File: src/rtl/bcd_pkg.sv
// Shared BCD definitions for the two-digit counter.
// Provides the 4-bit BCD digit type, the legal digit bounds and a
// clamp helper that maps any 4-bit value above 9 onto 9.
package bcd_pkg;

  typedef logic [3:0] bcd_t;

  localparam bcd_t BCD_MAX = 4'd9;
  localparam bcd_t BCD_MIN = 4'd0;

  // Load values come straight from switches, so 10..15 must be folded
  // back into the legal range before they reach a digit register.
  function automatic bcd_t clamp_bcd(input logic [3:0] v);
    return (v > BCD_MAX) ? BCD_MAX : bcd_t'(v);
  endfunction

endpackage

File: src/rtl/bcd_digit.sv
// One BCD digit (0..9) with up/down stepping and parallel load.
// Ports:
//   clk, rst_n : clock and synchronous active-low reset
//   step       : advance the digit by one in the direction of up_dn
//   up_dn      : 1 = increment, 0 = decrement
//   load       : write clamp(load_val) at the next edge (beats step)
//   load_val   : raw value to load, clamped to 9
//   q          : registered digit value
//   carry      : combinational carry/borrow-out, high when this step
//                wraps the digit (9->0 going up, 0->9 going down)
module bcd_digit
  import bcd_pkg::*;
(
  input  logic       clk,
  input  logic       rst_n,
  input  logic       step,
  input  logic       up_dn,
  input  logic       load,
  input  logic [3:0] load_val,
  output bcd_t       q,
  output logic       carry
);

  // Carry is only meaningful together with step so that it can be fed
  // directly into the next digit's step input.
  assign carry = step && !load && (up_dn ? (q == BCD_MAX) : (q == BCD_MIN));

  always_ff @(posedge clk) begin
    if (!rst_n) begin
      q <= BCD_MIN;
    end else if (load) begin
      q <= clamp_bcd(load_val);
    end else if (step) begin
      if (up_dn) begin
        q <= (q == BCD_MAX) ? BCD_MIN : bcd_t'(q + 4'd1);
      end else begin
        q <= (q == BCD_MIN) ? BCD_MAX : bcd_t'(q - 4'd1);
      end
    end
  end

endmodule

File: src/rtl/bcd2_counter_scan.sv
// Two-digit BCD up/down counter with a tick divider and a free-running
// scan counter that drives the seven-segment digit select.
// Ports:
//   clk, rst_n       : clock and synchronous active-low reset
//   en               : count enable (0 pauses, divider phase is kept)
//   up_dn            : 1 = count up, 0 = count down
//   load             : load digits this cycle (clears divider, drops step)
//   load_d1, load_d0 : tens / ones values to load (clamped to 9)
//   digit1, digit0   : registered tens / ones BCD digits
//   scan_sel         : MSB of the scan counter, digit select for the SSD
//   tick             : one-cycle pulse on every count step
//   wrap             : one-cycle pulse on the 99->00 / 00->99 step
module bcd2_counter_scan
  import bcd_pkg::*;
#(
  parameter int TICK_DIV  = 100000000,
  parameter int SCAN_BITS = 17
) (
  input  logic       clk,
  input  logic       rst_n,
  input  logic       en,
  input  logic       up_dn,
  input  logic       load,
  input  logic [3:0] load_d1,
  input  logic [3:0] load_d0,
  output logic [3:0] digit1,
  output logic [3:0] digit0,
  output logic       scan_sel,
  output logic       tick,
  output logic       wrap
);

  localparam int DIV_W = $clog2(TICK_DIV);
  localparam logic [DIV_W-1:0] DIV_LAST = DIV_W'(TICK_DIV - 1);

  logic [DIV_W-1:0]     div;
  logic [SCAN_BITS-1:0] scan;
  logic                 step;
  logic                 carry0;
  logic                 carry1;
  bcd_t                 q1;
  bcd_t                 q0;

  // A step happens on the edge where the divider leaves its last value;
  // load suppresses it entirely so a coincident load always wins.
  assign step = en && !load && (div == DIV_LAST);

  // Divider: runs only while enabled and not loading, holds on pause,
  // and restarts from 0 on load so the next period is a full one.
  always_ff @(posedge clk) begin
    if (!rst_n) begin
      div  <= '0;
      tick <= 1'b0;
      wrap <= 1'b0;
    end else begin
      tick <= step;
      wrap <= carry1;
      if (load) begin
        div <= '0;
      end else if (en) begin
        div <= (div == DIV_LAST) ? '0 : div + 1'b1;
      end
    end
  end

  // Scan counter ignores en and load so the display keeps refreshing.
  always_ff @(posedge clk) begin
    if (!rst_n) begin
      scan <= '0;
    end else begin
      scan <= scan + 1'b1;
    end
  end

  assign scan_sel = scan[SCAN_BITS-1];

  // The ones digit's carry/borrow-out becomes the tens digit's step; the
  // tens carry-out therefore marks a full two-digit wrap.
  bcd_digit u_ones (
    .clk      (clk),
    .rst_n    (rst_n),
    .step     (step),
    .up_dn    (up_dn),
    .load     (load),
    .load_val (load_d0),
    .q        (q0),
    .carry    (carry0)
  );

  bcd_digit u_tens (
    .clk      (clk),
    .rst_n    (rst_n),
    .step     (carry0),
    .up_dn    (up_dn),
    .load     (load),
    .load_val (load_d1),
    .q        (q1),
    .carry    (carry1)
  );

  assign digit1 = q1;
  assign digit0 = q0;

endmodule
File: config.mk
export PLATFORM = sky130hd
export DESIGN_NAME = bcd2_counter_scan
export DESIGN_NICKNAME = d
export VERILOG_FILES = /design/src/rtl/bcd_pkg.sv /design/src/rtl/bcd_digit.sv /design/src/rtl/bcd2_counter_scan.sv
export SDC_FILE = /design/constraint.sdc
export NUM_CORES = 1
export LEC_CHECK = 0
export ABC_AREA = 1
export CORE_MARGIN = 1
export CORE_UTILIZATION = 43
export DETAILED_ROUTE_END_ITERATION = 6
export DONT_BUFFER_PORTS = 1
export HOLD_SLACK_MARGIN = 0.05
export PLACE_DENSITY_LB_ADDON = 0.25
export SLEW_MARGIN = 20
export SYNTH_ARGS = -nofsm -noshare
export SYNTH_HDL_FRONTEND = slang
export SYNTH_SLANG_ARGS = --single-unit
File: constraint.sdc
create_clock -name clk -period 3.4 [get_ports clk]
set_clock_uncertainty 0.1 [all_clocks]
set_input_delay 0.68 -clock clk [delete_from_list [all_inputs] [get_ports clk]]
set_output_delay 0.68 -clock clk [all_outputs]
set_load 0.005 [all_outputs]
==> run_results.csv <==
group,metric,value,unit
finish,seqCellArea,1080,sq um
power_and_ir_drop,clockPowerShare,32.3,%
global_route,grt_pass1_wl,10300,microns
power_and_ir_drop,power_density,351,nW/um^2
clocking,root_buffer,"clkbuf_8",
timing,holdWs,349,ps
placement,place_congestion,0.854,
global_route,use_met2,27.6,%
placement,dpl-instance-area,3100,sq um
logic_synthesis,ys_seq_area_share,35.9,%
global_route,grt_use_met3,3.37,%
detailed_routing,drcViolationCount,0,
worst_setup_path,crit_arrival,2010,ps
detailed_routing,ant_nets,0,
job,maxCapViolations,0,
clocking,cts_resized,0,
global_route,grtUsageMet1,23.7,%
timing,setup_ws,1540,ps
worst_setup_path,critPathKind,"in2reg",
detailed_routing,wl_per_cell,10.6,microns
timing,max_clock_freq,536,MHz
logic_synthesis,yosys_warnings,0,
power_and_ir_drop,fin_total_pwr,1.12,mW
placement,dp.final_hpwl,4620,microns
clocking,cts_tree,"yes",
logic_synthesis,synthCells,467,
finish,layout.cells.non_filler,565,
placement,place_inst,557,
finish,drive_above_1_share,10.0,%
floorplanning,core-area,6790,sq um
floorplanning,start_util,44.3,%
timing,timing.final.crit_share,54.8,%
logic_synthesis,synth_edf_count,0,
timing,hold_viol,0,
floorplanning,die_y,85.7,microns
global_route,grt_max_degree,21,
clocking,numCtsBuffers,5,
detailed_routing,drt_first_iter_violations,101,
clocking,clk_path_buf_depth,2,
clocking,clk_latency,310,ps
finish,final_cell_mix,"119 x nand2_1, 75 x nor2_1, 54 x dfxtp_1",
worst_setup_path,critPathLaunchType,"input port",
logic_synthesis,ys_types,35,
logic_synthesis,postSynthAreaPerCell,6.45,sq um
power_and_ir_drop,pwr-share-comb,8.8,%
power_and_ir_drop,power.internal,0.825,mW
timing,slew_headroom,71.7,%
global_route,grt_pass1_vias,2325,
detailed_routing,drt_pass1_iterations,4,
placement,dp_slack,1180,ps
floorplanning,row_count,30,
timing,setup_violations,0,
clocking,cts_hold_buf,0,
power_and_ir_drop,netSwitchingFraction,26.2,%
finish,antennaDiodeCount,0,
logic_synthesis,ys_ff_latch,54,
floorplanning,design.portCount,24,
detailed_routing,drt-total-wl,5970,microns
logic_synthesis,syn_nets,482,
timing,slew_violations,0,
global_route,top_usage_layer,"met2",
power_and_ir_drop,power_switching,0.293,mW
global_route,overflow,0,
detailed_routing,vias,2716,
finish,syn2layout_area_growth,5.77,%
worst_setup_path,critPathRequiredTime,3540,ps
timing,fin_tns_setup,0,ps
floorplanning,die_area,7340,sq um
global_route,antenna_found_initial,0,
detailed_routing,vias_per_cell,4.81,
floorplanning,die_w,85.7,microns
finish,final_util,46.9,%
hold_path,min_path_type,"reg2reg",
status,status,"completed",
logic_synthesis,synth.cell_area,3010,sq um
clocking,clock_sinks,54,
placement,port_buffers,0,
global_route,track_usage,17.2,%
power_and_ir_drop,leakagePower,1.33,nW
finish,fin_area,3190,sq um
power_and_ir_drop,vdd_drop_max,0.176,mV
timing,rsz0062_at_grt,"no",
clocking,postCtsSetupRepairBufs,0,
finish,layout_commonest_cell,"nand2_1",
power_and_ir_drop,power.share.sequential,58.9,%
worst_setup_path,cp-end-kind,"flop",
logic_synthesis,ys.flop_type,"dfxtp_1",
clocking,cts.clk_slew.worst_paths,110,ps
finish,multiInputGateArea,1650,sq um
timing,tightest_slew,424,ps
timing,fin_crit,1860,ps
finish,finalNetCount,483,
worst_setup_path,path_max_fanout,15,
finish,fillers,728,
clocking,htree_levels,2,
logic_synthesis,async_flop_share,0,%
state kept, by name, indices dropped and copies added, names as in the netlist:
| name | flops |
|---|---|
| tick | 1 |
| u_tens.q | 4 |
| div | 27 |
| scan | 17 |
| u_ones.q | 4 |
| wrap | 1 |
worst max-delay path, stage by stage:
cell	delay, ps
inv_1	290
nand2_1	250
nor2_4	420
inv_2	180
nor3_1	180
routing by layer:
metal	wire (microns)	up-vias
met5	0	-
met4	51	0
met3	254	5
met2	2620	37
met1	3050	1192
li1	-	1482
final timing paths:
check,startpoint,end,slack [ps],depth (start not counted)
worst max-delay path,load,div[9],1540,5
worst max register to register,div[0],div[9],1540,8
worst min-delay path,scan[8],scan[8],350,2
worst min register to register,scan[8],scan[8],350,2
power by group through the flow:
stage                     Clock, mW  Combinational (mW)  Sequential (mW)
after floorplan                   0              0.0907            0.669
after global placement            0              0.0978            0.672
after global routing          0.394               0.117            0.660
after detailed placement          0              0.0985            0.672
after CTS                     0.380              0.0988            0.658
final                         0.361              0.0986            0.658
kinds of logic (layout without fill, tap and decap cells):
logic type | Yosys count | after routing | synth area share (%)
fa+ha+maj | 2 | 2 | 0.831
compound gates | 52 | 52 | 9.43
xor+xnor | 8 | 8 | 2.33
flops | 54 | 54 | 35.9
buf+inv | 71 | 73 | 9.31
simple gates | 280 | 280 | 42.2
cell usage after synthesis, types with 2 or more instances:
cell type | number | share of area (%)
nor3_2 | 2 | 0.66
nor3_1 | 16 | 2.7
a31oi_1 | 3 | 0.62
o21ai_2 | 4 | 1.2
nor2_2 | 7 | 1.5
nor2_4 | 4 | 1.5
nand3_1 | 33 | 5.5
nand4_1 | 8 | 1.7
buf_2 | 2 | 0.33
nor2_1 | 75 | 9.3
nor3b_1 | 3 | 0.75
clkbuf_1 | 2 | 0.25
nand2_1 | 119 | 15
inv_1 | 53 | 6.6
ha_1 | 2 | 0.83
inv_2 | 12 | 1.5
a21oi_1 | 24 | 4.0
xor2_1 | 7 | 2.0
nand2_4 | 2 | 0.75
dfxtp_1 | 54 | 36
o21ai_0 | 18 | 3.0
nand2_2 | 4 | 0.83
final cells by class:
class | count | area share (%)
tap | 96 | 3.77
sequential | 54 | 33.9
inverter | 65 | 7.66
clock inverter | 3 | 0.668
clock buffer | 5 | 2.16
multi-input combinational | 342 | 51.8
(Power assumes the default switching activity.)
